File: src/rtl/seq_det_sched.sv
// Serial pattern-detection run controller with configure, run and finish phases.
// Counts matches on a valid-qualified bit stream until target, bit timeout or abort.
module seq_det_sched #(
  parameter int PW = 8,
  parameter int CW = 8,
  parameter int TW = 16
) (
  input  logic                 clk,
  input  logic                 rst,
  input  logic                 cfg_we,
  input  logic [PW-1:0]        cfg_pat,
  input  logic [$clog2(PW):0]  cfg_len,
  input  logic                 cfg_ovl,
  input  logic [CW-1:0]        cfg_target,
  input  logic [TW-1:0]        cfg_timeout,
  input  logic                 start,
  input  logic                 abort,
  input  logic                 x,
  input  logic                 x_vld,
  output logic                 z,
  output logic [CW-1:0]        match_cnt,
  output logic                 busy,
  output logic                 done,
  output logic                 timeout,
  output logic                 cfg_err
);

  localparam int LW = $clog2(PW) + 1;

  typedef enum logic [1:0] {
    S_IDLE,
    S_RUN,
    S_DONE
  } state_e;

  state_e        state_q, state_d;
  logic [PW-1:0] pat_q, pat_d;
  logic [LW-1:0] len_q, len_d;
  logic          ovl_q, ovl_d;
  logic [CW-1:0] tgt_q, tgt_d;
  logic [TW-1:0] tmo_q, tmo_d;
  logic [PW-2:0] hist_q, hist_d;
  logic [LW-1:0] fill_q, fill_d;
  logic [TW-1:0] bitcnt_q, bitcnt_d;
  logic [CW-1:0] cnt_q, cnt_d;
  logic          z_q, z_d;
  logic          done_q, done_d;
  logic          tflag_q, tflag_d;
  logic          err_q, err_d;

  logic [PW-1:0] mask;
  logic [PW-1:0] nxt_hist;
  logic [LW:0]   fill_inc;
  logic [CW-1:0] cnt_inc;
  logic [TW-1:0] bit_inc;
  logic          len_ok;
  logic          hit;
  logic          tgt_end;
  logic          tmo_end;

  // Only the newest len bits take part in the compare.
  always_comb begin
    mask = '0;
    for (int i = 0; i < PW; i++) begin
      mask[i] = (i < int'(len_q));
    end
  end

  assign len_ok   = (cfg_len != '0) && (cfg_len <= LW'(PW));
  assign nxt_hist = {hist_q, x};
  assign fill_inc = {1'b0, fill_q} + (LW+1)'(1);
  assign cnt_inc  = cnt_q + CW'(1);
  assign bit_inc  = bitcnt_q + TW'(1);
  assign hit      = (fill_inc >= {1'b0, len_q}) &&
                    (((nxt_hist ^ pat_q) & mask) == '0);
  assign tgt_end  = hit && (tgt_q != '0) && (cnt_inc == tgt_q);
  assign tmo_end  = (tmo_q != '0) && (bit_inc == tmo_q);

  always_comb begin
    state_d  = state_q;
    pat_d    = pat_q;
    len_d    = len_q;
    ovl_d    = ovl_q;
    tgt_d    = tgt_q;
    tmo_d    = tmo_q;
    hist_d   = hist_q;
    fill_d   = fill_q;
    bitcnt_d = bitcnt_q;
    cnt_d    = cnt_q;
    tflag_d  = tflag_q;
    z_d      = 1'b0;
    done_d   = 1'b0;
    err_d    = 1'b0;
    unique case (state_q)
      S_IDLE: begin
        if (cfg_we) begin
          if (len_ok) begin
            pat_d = cfg_pat;
            len_d = cfg_len;
            ovl_d = cfg_ovl;
            tgt_d = cfg_target;
            tmo_d = cfg_timeout;
          end else begin
            err_d = 1'b1;
          end
        end else if (start) begin
          state_d  = S_RUN;
          hist_d   = '0;
          fill_d   = '0;
          bitcnt_d = '0;
          cnt_d    = '0;
          tflag_d  = 1'b0;
        end
      end
      S_RUN: begin
        if (abort) begin
          state_d = S_DONE;
          done_d  = 1'b1;
        end else if (x_vld) begin
          hist_d   = nxt_hist[PW-2:0];
          fill_d   = (fill_inc >= {1'b0, len_q}) ? len_q
                                                 : fill_inc[LW-1:0];
          bitcnt_d = bit_inc;
          if (hit) begin
            z_d = 1'b1;
            if (cnt_q != '1) cnt_d = cnt_inc;
            // Non-overlapping: the next match must use fresh bits.
            if (!ovl_q) fill_d = '0;
          end
          if (tgt_end) begin
            state_d = S_DONE;
            done_d  = 1'b1;
          end else if (tmo_end) begin
            state_d = S_DONE;
            done_d  = 1'b1;
            tflag_d = 1'b1;
          end
        end
      end
      S_DONE: state_d = S_IDLE;
      default: state_d = S_IDLE;
    endcase
  end

  always_ff @(posedge clk or negedge rst) begin
    if (!rst) begin
      state_q  <= S_IDLE;
      pat_q    <= '0;
      len_q    <= LW'(1);
      ovl_q    <= 1'b0;
      tgt_q    <= '0;
      tmo_q    <= '0;
      hist_q   <= '0;
      fill_q   <= '0;
      bitcnt_q <= '0;
      cnt_q    <= '0;
      z_q      <= 1'b0;
      done_q   <= 1'b0;
      tflag_q  <= 1'b0;
      err_q    <= 1'b0;
    end else begin
      state_q  <= state_d;
      pat_q    <= pat_d;
      len_q    <= len_d;
      ovl_q    <= ovl_d;
      tgt_q    <= tgt_d;
      tmo_q    <= tmo_d;
      hist_q   <= hist_d;
      fill_q   <= fill_d;
      bitcnt_q <= bitcnt_d;
      cnt_q    <= cnt_d;
      z_q      <= z_d;
      done_q   <= done_d;
      tflag_q  <= tflag_d;
      err_q    <= err_d;
    end
  end

  assign z         = z_q;
  assign match_cnt = cnt_q;
  assign busy      = (state_q != S_IDLE);
  assign done      = done_q;
  assign timeout   = tflag_q;
  assign cfg_err   = err_q;

endmodule

File: config.mk
export PLATFORM = sky130hd
export DESIGN_NAME = seq_det_sched
export DESIGN_NICKNAME = d
export VERILOG_FILES = /design/src/rtl/seq_det_sched.sv
export SDC_FILE = /design/constraint.sdc
export NUM_CORES = 1
export LEC_CHECK = 0
export ABC_CLOCK_PERIOD_IN_PS = 3200
export CAP_MARGIN = 10
export CORE_ASPECT_RATIO = 0.8
export CORE_UTILIZATION = 60
export CTS_BUF_LIST = sky130_fd_sc_hd__clkbuf_8 sky130_fd_sc_hd__clkbuf_16
export DETAILED_ROUTE_END_ITERATION = 7
export DONT_BUFFER_PORTS = 1
export PLACE_DENSITY = 0.85
export SLEW_MARGIN = 20
export SYNTH_ARGS = -nofsm -noshare
export SYNTH_HDL_FRONTEND = slang
export SYNTH_SLANG_ARGS = --single-unit
File: constraint.sdc
create_clock -name clk -period 3.2 [get_ports clk]
set_clock_uncertainty 0.05 [all_clocks]
set_input_delay 0.48 -clock clk [delete_from_list [all_inputs] [get_ports clk]]
set_output_delay 0.48 -clock clk [all_outputs]
set_load 0.01 [all_outputs]
# Word level (Yosys, flattened, before mapping)
# Index checks and enable logic that the tools add are counted.
# word_totals
register_bits	78
latchBits	0
mem_bits_rw	0
mem_bits_ro	0
inputBits	44
output_inout_bits	13
n_memories	0
# classes
addsub	3
mul	0
div	0
n_lt_le_gt_ge	10
eq_ne	14
shifts	0
muxes	51
bitwise	2
reduce_logical	17
# op_table
cell	n
$mux W16	4
$mux W8	6
$pmux W16 S2	1
$mux W4	7
$mux W7	4
$mux W1	18
$add A16 B1 Y16 const B	1
$eq A16 B16 Y1	1
$lt A3 B4 Y1 const A	4
$ne A2 B2 Y1 const B	8
$pmux W8 S2	1
$reduce_bool A16 Y1	1
$pmux W7 S2	1
$reduce_and A7 Y1	2
$mux W2	6
$add A8 B1 Y8 const B	1
$and A8 B8 Y8	1
$eq A8 B8 Y1	1
$logic_not A8 Y1	1
$lt A1 B4 Y1 const A	2
$lt A2 B4 Y1 const A	2
$ne A8 B8 Y1 const B	1
$pmux W4 S2	1
$reduce_bool A8 Y1	1
16 further kinds	21

# Depth between registers and ports, before layout
# Gate-level depths: netlist (run 1).
# logic_depth
ltp_word	10
mapped_depth	9
mapped_depth_nobuf	8

# Worst setup path before layout (run 1)
# OpenSTA, ideal clock, no wires.
# synth_timing
path_type	reg-to-reg
startpoint	register fill_q[0]
endpoint	register cnt_q[0] (netlist: match_cnt[0])
arrival_time_ns	2.270
required_time_ns	3.025
path_slack_ns	0.755
stages_incl_launch_ff	10
synth_period_minus_slack_ns	2.445
path_cell_list	dfrtp_1 ha_1 ha_1 a21o_1 a21o_1 a21oi_2 nand3b_2 buf_2 nor2_1 mux2_2
# synth_via
elab_chain_cells	5
# synth_rtl
element	line	text
from (decl)	43	logic [LW-1:0] fill_q, fill_d;
from (signal assigned)	169	fill_q <= fill_d;
$add A4 B1 Y5	71	assign fill_inc = {1'b0, fill_q} + (LW+1)'(1);
$ge A5 B4 Y1	74	assign hit = (fill_inc >= {1'b0, len_q}) &&
$logic_and A1 B1 Y1	74	
$ne A2 B2 Y1 (no source line)	--	
$reduce_and A7 Y1 (no source line)	--	
to (signal assigned)	171	cnt_q <= cnt_d;
to (decl)	45	logic [CW-1:0] cnt_q, cnt_d;
# Every way passes these cells.
# A chain may end at the register's enable or synchronous reset.

# Final worst setup path (run 1)
# layout_timing
startpoint	register bitcnt_q[0]
endpoint	register state_q[0]
# layout_via
elab_chain_cells	5
# layout_rtl
element	line	text
from (decl)	44	logic [TW-1:0] bitcnt_q, bitcnt_d;
from (signal assigned)	170	bitcnt_q <= bitcnt_d;
$add A16 B1 Y16	73	assign bit_inc = bitcnt_q + TW'(1);
$eq A16 B16 Y1	77	assign tmo_end = (tmo_q != '0) && (bit_inc == tmo_q);
$logic_and A1 B1 Y1	77	
$ne A4 B4 Y1 (no source line)	--	
$reduce_and A4 Y1 (no source line)	--	
to (signal assigned)	162	state_q <= state_d;
to (decl)	36	state_e state_q, state_d;
# Every way passes these cells.

==> results of run 1 <==
## layout make-up
type	instances	area share
multi-input combinational	341	0.4986
tap	87	0.02291
clock inverter	6	0.01475
sequential	78	0.4111
timing repair buffer	7	0.01580
inverter	10	0.007901
clock buffer	10	0.02897
## per-layer routing
layer  GRT usage  vias up
met5           0        -
met4     0.07761        0
met3     0.06690       15
met2      0.4352      138
met1      0.3715     1702
li1            -     1635
## worst register-to-register path: cells and delay by family (launching register included)
family	cells	cell delay (ps)
compound gates	4	910
flops	1	460
simple gates	3	850
fa+ha+maj	1	360
## kinds of logic (layout without fill, tap and decap cells)
group | Yosys count | in the layout | share of synthesized area
AND/OR/NAND/NOR | 150 | 150 | 0.1835
AO/OA/AOI/OAI | 104 | 104 | 0.1476
flip-flops | 78 | 78 | 0.4373
XOR/XNOR | 42 | 42 | 0.08235
multiplexers | 38 | 38 | 0.09552
buffers and inverters | 34 | 33 | 0.03417
adder cells (fa/ha/maj) | 7 | 7 | 0.01961
## synth_stat cells (2+ instances only)
cell,n,area [um2]
o31ai_1,7,52.55
o211ai_1,5,37.54
buf_2,5,25.02
mux2_2,37,416.7
nor2_1,24,90.09
a211o_1,2,17.52
o41ai_1,3,26.28
nor4_1,11,68.82
a21oi_1,17,85.08
o211a_1,2,20.02
o21ai_0,37,185.2
nor4_2,3,37.54
nand2_1,47,176.4
nor3_1,5,25.02
clkbuf_1,16,60.06
nand4_1,6,37.54
xnor2_1,29,254.0
nand2b_1,5,31.28
a311oi_1,2,17.52
buf_6,2,22.52
or4_1,3,22.52
xor2_1,13,113.9
nand4b_1,2,17.52
and2_1,4,25.02
nand3_1,20,100.1
or3_1,2,12.51
a31oi_1,7,43.79
a21o_1,3,22.52
nand3b_1,4,30.03
nor2b_1,3,18.77
o21ai_1,3,15.01
o22ai_1,4,25.02
and4_1,3,26.28
ha_1,7,87.58
dfrtp_1,77,1927
inv_1,10,37.54
## path summary, 6_finish.rpt
path                              start            to  slack (ps)  cells past startpoint
setup / recovery            bitcnt_q[0]    state_q[0]         480                      8
hold / removal               cfg_len[2]      len_q[3]         160                      1
setup reg to reg            bitcnt_q[0]    state_q[0]         480                      8
hold reg to reg            bitcnt_q[15]  bitcnt_q[15]         460                      1
max in group asynchronous           rst      len_q[0]        2110                      2
min in group asynchronous           rst  bitcnt_q[14]         660                      2
## metrics by stage
step	cells	area, um2	total power (uW)	setup WS [ps]	utilization
2_1_floorplan	453	4467	2415	755.1	-
3_3_place_gp	521	4506	2614	717.7	0.6412
3_5_place_dp	521	4506	2681	571.9	0.6412
4_1_cts	539	4751	3486	528.6	0.6761
5_1_grt	539	4751	3705	347.0	0.6761
6_report	539	4751	3476	481.5	0.6761
## power by group through the flow
stage	logic (uW)	clock network, uW	registers (uW)
2_1_floorplan	946	0	1470
3_3_place_gp	1050	0	1560
3_5_place_dp	1090	0	1590
4_1_cts	1130	788	1570
5_1_grt	1260	832	1620
6_report	1130	769	1580
## layout by cell type, fill, tap and decap left out, types with 2 or more instances in the layout
master,instances
a211o_1,2
a21o_1,3
a21oi_1,17
a311oi_1,2
a31oi_1,7
and2_1,4
and4_1,3
buf_4,5
clkbuf_8,10
clkinvlp_4,3
dfrtp_1,77
ha_1,7
inv_1,10
mux2_2,37
nand2_1,47
nand2b_1,5
nand3_1,19
nand3b_1,4
nand4_1,6
nand4b_1,2
nor2_1,24
nor2b_1,2
nor3_1,5
nor4_1,11
nor4_2,3
o211a_1,2
o211ai_1,5
o21ai_0,37
o21ai_1,3
o22ai_1,4
o31ai_1,7
o41ai_1,3
or3_1,2
or4_1,3
xnor2_1,29
xor2_1,13
## registers in the layout (all words and copies together) (netlist names)
register	count
cfg_err	1
pat_q	8
len_q	4
tmo_q	16
ovl_q	1
match_cnt	8
state_q	2
fill_q	4
done	1
z	1
hist_q	7
bitcnt_q	16
tgt_q	8
timeout	1
==> flow_summary.yaml, run 1 <==
floorplan:
  initial_core_util: 0.6357
  die-area_mm2: 0.007796
  chipHeight_um: 79.18
  core-area_mm2: 0.007027
  die_x_um: 98.47
  pin_count: 57
  num_rows: 27
pwr:
  netSwitchingFraction: 0.3660
  leakagePower_uw: 0.001942
  vdd_drop_max_uv: 491.2
  p_int_uw: 2203
  power_switching_uw: 1272
  seqPwrFrac: 0.454
  clkPwrFrac: 0.221
  power_per_cell_area_mw_per_mm2: 731.6
  pwr-share-comb: 0.325
logic_synthesis:
  synth-seq-cells: 78
  synth_nets: 504
  synth_flop_cell: "dfrtp_1"
  synth-edff-count: 0
  syn_inst: 453
  syn-cell-area_mm2: 0.004467
  synth_area_per_cell_um2: 9.860
  yosysSeqAreaShare: 0.4373
  ys_warn_count: 0
  synthArstFlopShare: 1.000
  ys_types: 59
clocking:
  cts_made_buffers: 9
  cts_setup_buffers: 0
  tritoncts: "built"
  clock_path_buffers: 2
  ctsHtreeMaxLevel: 3
  root_buffer: "clkbuf_8"
  clock_sinks: 78
  cts_resized: 0
  path_clk_slew_ps: 80
  cts-hold-fix-buffers: 2
  clock_latency_ps: 360
route:
  wl_met2_um: 4496
  wl_per_cell_um: 18.06
  route.detailed.drc: 3
  routed_via_density: 6.475
  routed-wl-met3_um: 692
  vias: 3490
  wl_met1_um: 4411
  routed.top_layer: "met4"
  wirelength_um: 9735
  drt_iter0_markers: 331
  antenna_left: 0
  firstDrtPassIters: 7
status:
  outcome: "finished with violations"
  violations: "design-rule violations"
finish:
  nets: 498
  antenna_cells: 0
  fillers: 558
  multi_input_area_mm2: 0.002369
  area_growth_pct: 6.359
  register_area_mm2: 0.001953
  drive_gt1_frac: 0.1637
critical_path:
  critPathRequiredTime_ps: 3400
  worst-path-max-fanout: 8
  max_stage_delay_ps: 460
  path_cells: "ha_1, and4_1, nand3_1, a211oi_1, a2bb2oi_1, nor4_2, o2111ai_2, a31o_1"
  end_kind: "flop"
  cp.arrival_ps: 2920
  critPathSlowestCell: "dfrtp_1"
  crit_type: "flop to flop"
  cp-start-kind: "flop"
  cp_top_family: "compound AO/OA/AOI/OAI gates"
  path_buf_inv: 0
placed_design:
  dpl.hpwl_um: 6775
  globalplace.congestion: 0.9418
  numPortBuffers: 0
grt:
  grt_max_degree: 79
  grt_pass1_vias: 3366
  grt_usage: 0.2725
  antenna_found_initial: 0
  grt_pass1_wl_um: 16530
  grt_overflow: 0
timing:
  hold_ws_ps: 158.0
  tightest_slew_ps: 927.2
  finalSetupViolCount: 0
  rsz0062_at_grt: "no"
  fmax_mhz: 367.8
  fin_crit_sh: 0.8495
  relSlewSlack: 0.3791
  finalHoldViolCount: 0
  finalSetupTns_ps: 0
  report.final.slew_viol_count: 0
  period_needed_ps: 2719
run:
  cap_violations: 0
hold_path:
  hold_class: "primary input to flop"
Power figures use the tool's default switching activity.
==> run 2, diff against run 1 <==
--- a/config.mk
+++ b/config.mk
@@ -5,7 +5,7 @@
 export SDC_FILE = /design/constraint.sdc
 export NUM_CORES = 1
 export LEC_CHECK = 0
-export ABC_CLOCK_PERIOD_IN_PS = 3200
+export ABC_CLOCK_PERIOD_IN_PS = 2700
 export CAP_MARGIN = 10
 export CORE_ASPECT_RATIO = 0.8
 export CORE_UTILIZATION = 60
==> constraint.sdc (replaced) <==
create_clock -name clk -period 2.7 [get_ports clk]
set_clock_uncertainty 0.05 [all_clocks]
set_input_delay 0.405 -clock clk [delete_from_list [all_inputs] [get_ports clk]]
set_output_delay 0.405 -clock clk [all_outputs]
set_load 0.01 [all_outputs]
==> run 2 against run 1 <==
The run still ends with design-rule violations left. Fmax grew 7.9%. Utilization grew 1.2 points. Critical path depth is the same. Total power grew 25%. Die area is the same. Largest power group unchanged. Sequential cell count is the same.
==> flow_summary.yaml, run 2 (synthesis gave the netlist of run 1 again) <==
pwr:
  power_switching_uw: 1534
  leakagePower_uw: 0.001990
  p_int_uw: 2797
  seqPwrFrac: 0.432
  netSwitchingFraction: 0.3543
  power_per_cell_area_mw_per_mm2: 896.4
  clkPwrFrac: 0.243
  pwr-share-comb: 0.325
  vdd_drop_max_uv: 664.4
placed_design:
  dp_slack_ps: 132.9
  dpl.hpwl_um: 7246
  numPortBuffers: 0
  globalplace.congestion: 0.9749
route:
  wirelength_um: 10280
  wl_per_cell_um: 18.86
  vias: 3526
  route.detailed.drc: 2
  antenna_left: 0
  firstDrtPassIters: 8
  routed_via_density: 6.470
  drt_iter0_markers: 228
critical_path:
  path_buf_inv: 0
  max_stage_delay_ps: 470
  cp.arrival_ps: 2720
  critPathSlowestCell: "dfrtp_1"
  r2r-end: "state_q[0]"
  rr_startpoint: "bitcnt_q[0]"
  r2r_cells: 8
  rrSetupSlack_ps: 180
  cp_top_family: "simple AND/OR/NAND/NOR gates"
  crit_type: "flop to flop"
  critPathRequiredTime_ps: 2900
  end_kind: "flop"
  cp-start-kind: "flop"
  path_cells: "ha_2, and4_2, nand3_1, a211oi_1, a2bb2oi_1, nor4_2, o2111ai_2, a31o_1"
  worst-path-max-fanout: 8
timing:
  period_needed_ps: 2519
  relSlewSlack: 0.3564
  finalSetupTns_ps: 0
  finalHoldViolCount: 0
  fin_crit_sh: 0.9331
  fmax_mhz: 396.9
  tightest_slew_ps: 963.4
  rsz0062_at_grt: "no"
  report.final.slew_viol_count: 0
  finalSetupViolCount: 0
  worst_slack_ps: 180.7
status:
  violations: "design-rule violations"
  outcome: "finished with violations"
finish:
  fillers: 540
  register_area_mm2: 0.001953
  nets: 505
  drive_gt1_frac: 0.1769
  multi_input_area_mm2: 0.002370
  top_regs: "bitcnt_q x16, tmo_q x16"
  postLayoutCoreUtil: 0.6877
  antenna_cells: 0
  area_growth_pct: 8.179
  layout_commonest_cell: "dfrtp_1"
  layout_common_cells: "77 x dfrtp_1, 47 x nand2_1, 37 x o21ai_0, 37 x mux2_2, 29 x xnor2_1"
grt:
  grt_overflow: 0
  grt_pass1_vias: 3552
  grt_pass1_wl_um: 17550
  grt_usage: 0.2890
  grt_max_degree: 79
  antenna_found_initial: 0
clocking:
  clock_path_buffers: 2
  ctsHtreeMaxLevel: 3
  clock_sinks: 78
  tritoncts: "built"
  root_buffer: "clkbuf_8"
  path_clk_slew_ps: 90
  clock_latency_ps: 360
  cts_made_buffers: 9
hold_path:
  hold_path_end: "len_q[3]"
  hold_class: "primary input to flop"
  min-delay-start: "cfg_len[2]"
  whs_path_depth: 1
floorplan:
  initial_core_util: 0.6357
  pin_count: 57
  die_x_um: 98.47
  num_rows: 27
  core-area_mm2: 0.007027
  chipHeight_um: 79.18
  die-area_mm2: 0.007796
run:
  cap_violations: 0
run 2: cell count changes in the layout (fill, tap and decap cells not counted):
cell / delta
ha_2: +1
clkbuf_8: -1
ha_1: -1
clkinv_2: +1
buf_4: +7
and4_1: -1
inv_6: -1
clkinvlp_4: -2
nor2b_2: -1
nor2b_1: +1
bufinv_16: +2
and4_2: +1
run 2: area by class of cell:
type / instances / share of cell area
multi-input combinational: 341 / 0.4904
sequential: 78 / 0.4042
timing repair buffer: 14 / 0.02641
clock buffer: 9 / 0.02563
clock inverter: 6 / 0.02305
tap: 87 / 0.02253
inverter: 10 / 0.007768
run 2: what timing repair did:
item,CTS,global route
hold endpoints to repair,78,0
endpoints found under the setup margin,0,4
hold buffers,2,0
gates resized for setup,0,2
setup buffers,0,3
run 2: worst reg2reg max path, stage by stage (launching register included):
cell       delay [ps]
dfrtp_1           470
ha_2              300
and4_2            310
nand3_1           140
a211oi_1          230
a2bb2oi_1         100
nor4_2            350
o2111ai_2         210
a31o_1            250
run 2: how the worst max path moves through the flow:
stage                           start            to  slack, ps  cells after the start
after CTS                 bitcnt_q[0]    state_q[0]         90                      8
final                     bitcnt_q[0]    state_q[0]        180                      8
after detailed placement  bitcnt_q[0]    state_q[0]        130                      8
after floorplan             fill_q[0]  match_cnt[0]        260                      9
after global placement    bitcnt_q[0]    state_q[0]        200                      8
after global routing      bitcnt_q[0]    state_q[0]         40                      8
run 2: layer usage:
layer,up-vias,GRT usage,share of wire
met5,-,0,0
met4,0,0.09104,0.021
met3,22,0.05810,0.055
met2,110,0.4690,0.46
met1,1729,0.3927,0.46
li1,1665,-,-
run 2: power groups by stage:
stage / combinational (uW) / clock, uW / sequential (uW)
after floorplan: 1120 / 0 / 1740
after global placement: 1300 / 0 / 1860
after detailed placement: 1360 / 0 / 1880
after CTS: 1400 / 1050 / 1860
after global routing: 1560 / 1100 / 1920
final: 1410 / 1050 / 1870
run 2: stage by stage:
step | total power, uW | hold slack (ps) | cells | instance area (um2)
finish | 4331 | 96.90 | 545 | 4832
floorplan | 2863 | 59.41 | 453 | 4467
global placement | 3156 | 61.10 | 525 | 4533
detailed placement | 3239 | 60.91 | 525 | 4533
CTS | 4312 | 104.1 | 542 | 4806
global route | 4578 | 102.2 | 545 | 4832
==> run 3, diff against run 2 <==
--- a/config.mk
+++ b/config.mk
@@ -5,14 +5,14 @@
 export SDC_FILE = /design/constraint.sdc
 export NUM_CORES = 1
 export LEC_CHECK = 0
-export ABC_CLOCK_PERIOD_IN_PS = 2700
+export ABC_CLOCK_PERIOD_IN_PS = 3300
 export CAP_MARGIN = 10
 export CORE_ASPECT_RATIO = 0.8
-export CORE_UTILIZATION = 60
+export CORE_UTILIZATION = 40
 export CTS_BUF_LIST = sky130_fd_sc_hd__clkbuf_8 sky130_fd_sc_hd__clkbuf_16
 export DETAILED_ROUTE_END_ITERATION = 7
 export DONT_BUFFER_PORTS = 1
-export PLACE_DENSITY = 0.85
+export PLACE_DENSITY = 0.63
 export SLEW_MARGIN = 20
 export SYNTH_ARGS = -nofsm -noshare
 export SYNTH_HDL_FRONTEND = slang
==> constraint.sdc (replaced) <==
create_clock -name clk -period 3.3 [get_ports clk]
set_clock_uncertainty 0.05 [all_clocks]
set_input_delay 0.495 -clock clk [delete_from_list [all_inputs] [get_ports clk]]
set_output_delay 0.495 -clock clk [all_outputs]
set_load 0.01 [all_outputs]
==> run 3 against run 2 <==
The flow finishes with violations (negative hold slack). Global-route usage fell by 9.2 points. Total power fell by 13%. Sequential share of layout area shrank 0.85 points. Combinational power is 21% lower. Register-to-register slack improved by 380 ps. Cell area up 2.1%. Clock power up 7%. Sequential cell count unchanged. Utilization is 23 points lower.
==> flow_summary.yaml, run 3 (synthesis gave the netlist of run 1 again) <==
critical_path:
  endpoint: "state_q[0]"
  r2r-end: "state_q[0]"
  path_cells: "ha_1, nand4_1, nor4_2, a21oi_1, nor4_2, o2111ai_2, a31o_1"
  rrSetupSlack_ps: 560
  critPathRequiredTime_ps: 3480
  cp.arrival_ps: 2920
  end_kind: "flop"
  critPathSlowestCell: "nor4_2"
  worst-path-max-fanout: 8
  crit_type: "flop to flop"
  cp-start-kind: "flop"
  r2r_cells: 7
  startpoint: "bitcnt_q[0]"
  path_common_cell: "nor4_2"
  max_stage_delay_ps: 540
  rr_startpoint: "bitcnt_q[0]"
finish:
  area_growth_pct: 10.50
  antenna_cells: 0
  layout_common_cells: "77 x dfrtp_1, 47 x nand2_1, 37 x o21ai_0, 37 x mux2_2, 29 x xnor2_1"
  multi_input_area_mm2: 0.002369
  nets: 496
  top_regs: "bitcnt_q x16, tmo_q x16"
  stdcell_area_mm2: 0.004936
  register_area_mm2: 0.001953
  layout_commonest_cell: "dfrtp_1"
  drive_gt1_frac: 0.1600
  fillers: 1061
floorplan:
  core-area_mm2: 0.01089
  chipHeight_um: 96.52
  die-area_mm2: 0.01160
  pin_count: 57
  num_rows: 34
  die_x_um: 120.1
  initial_core_util: 0.4102
hold_path:
  hold_class: "primary input to async pin"
status:
  violations: "negative hold slack"
  outcome: "finished with violations"
timing:
  fin_crit_sh: 0.8302
  hold_ws_ps: -5.112
  relSlewSlack: 0.3325
  finalSetupViolCount: 0
  finalHoldViolCount: 2
  period_needed_ps: 2740
  report.final.slew_viol_count: 0
  tightest_slew_ps: 996.8
  fmax_mhz: 365.0
  finalSetupTns_ps: 0
  rsz0062_at_grt: "no"
grt:
  antenna_found_initial: 0
  grt_usage: 0.1969
  grt_overflow: 0
  grt_pass1_vias: 3365
  grt_pass1_wl_um: 17530
  grt_max_degree: 79
clocking:
  path_clk_slew_ps: 60
  cts_made_buffers: 9
  cts_resized: 0
  clock_sinks: 78
  cts_setup_buffers: 0
  clock_path_buffers: 2
  root_buffer: "clkbuf_16"
  ctsHtreeMaxLevel: 3
  clock_latency_ps: 340
  cts-hold-fix-buffers: 1
  tritoncts: "built"
route:
  wl_per_cell_um: 17.60
  vias: 3421
  wirelength_um: 10460
  route.detailed.drc: 0
  routed_via_density: 5.759
  antenna_left: 0
  drt_iter0_markers: 253
  firstDrtPassIters: 5
pwr:
  leakagePower_uw: 0.002001
  power_uw: 3781
  vdd_drop_max_uv: 376.3
  power_per_cell_area_mw_per_mm2: 766.0
placed_design:
  dpl_cell_area_mm2: 0.004569
  dpl.hpwl_um: 7387
  numPortBuffers: 0
  globalplace.congestion: 0.9052
run:
  cap_violations: 0
==> run 3: changes by cell type in the layout (fill, tap and decap cells not counted), sizes merged <==
cell         change
buf              -8
clkinvlp         +1
clkinv           -1
dlygate4sd3      -1
inv              +1
==> run 3: through the flow <==
step	cells	setup WS (ps)	utilization	hold slack (ps)
2_1_floorplan	453	855.1	-	149.4
3_3_place_gp	577	777.1	0.4196	151.0
3_5_place_dp	577	668.5	0.4196	151.8
4_1_cts	594	585.0	0.4532	24.12
5_1_grt	594	415.3	0.4532	27.05
6_report	594	560.3	0.4532	-5.112
==> run 3: critical path: cells and delay by family, from the launching register on <==
family	cells	cell delay, ps
flops	1	450
simple gates	3	1140
fa+ha+maj	1	350
compound gates	3	650
==> run 3: layout make-up <==
class / instances / share of cell area
Clock buffer: 9 / 0.04563
Inverter: 10 / 0.007605
Multi-Input combinational cell: 341 / 0.4798
Sequential cell: 78 / 0.3957
Tap cell: 144 / 0.03650
Timing Repair Buffer: 5 / 0.01166
Clock inverter: 7 / 0.02307
==> run 3: worst min-delay path by stage <==
| stage | start | slack (ps) | endpoint |
|---|---|---|---|
| 2_1_floorplan | rst | 150 | bitcnt_q[0] |
| 6_report | rst | -5 | match_cnt[3] |
| 3_3_place_gp | rst | 150 | tgt_q[3] |
| 3_5_place_dp | rst | 150 | match_cnt[3] |
| 4_1_cts | rst | 20 | match_cnt[5] |
| 5_1_grt | rst | 30 | match_cnt[2] |
==> run 3: power breakdown <==
| group | leakage (uW) | switching, uW | internal [uW] | total [uW] |
|---|---|---|---|---|
| Sequential | 0.000998 | 325 | 1210 | 1530 |
| Combinational | 0.000840 | 552 | 571 | 1120 |
| Clock | 0.000163 | 389 | 734 | 1120 |
==> run 3: layer usage <==
layer / vias up / share of wire / GRT usage / wire length, um
met5: - / 0 / 0 / 0
met4: 0 / 0.013 / 0.06146 / 136
met3: 12 / 0.070 / 0.05223 / 728
met2: 93 / 0.43 / 0.2931 / 4498
met1: 1685 / 0.49 / 0.2784 / 5091
li1: 1631 / - / - / -
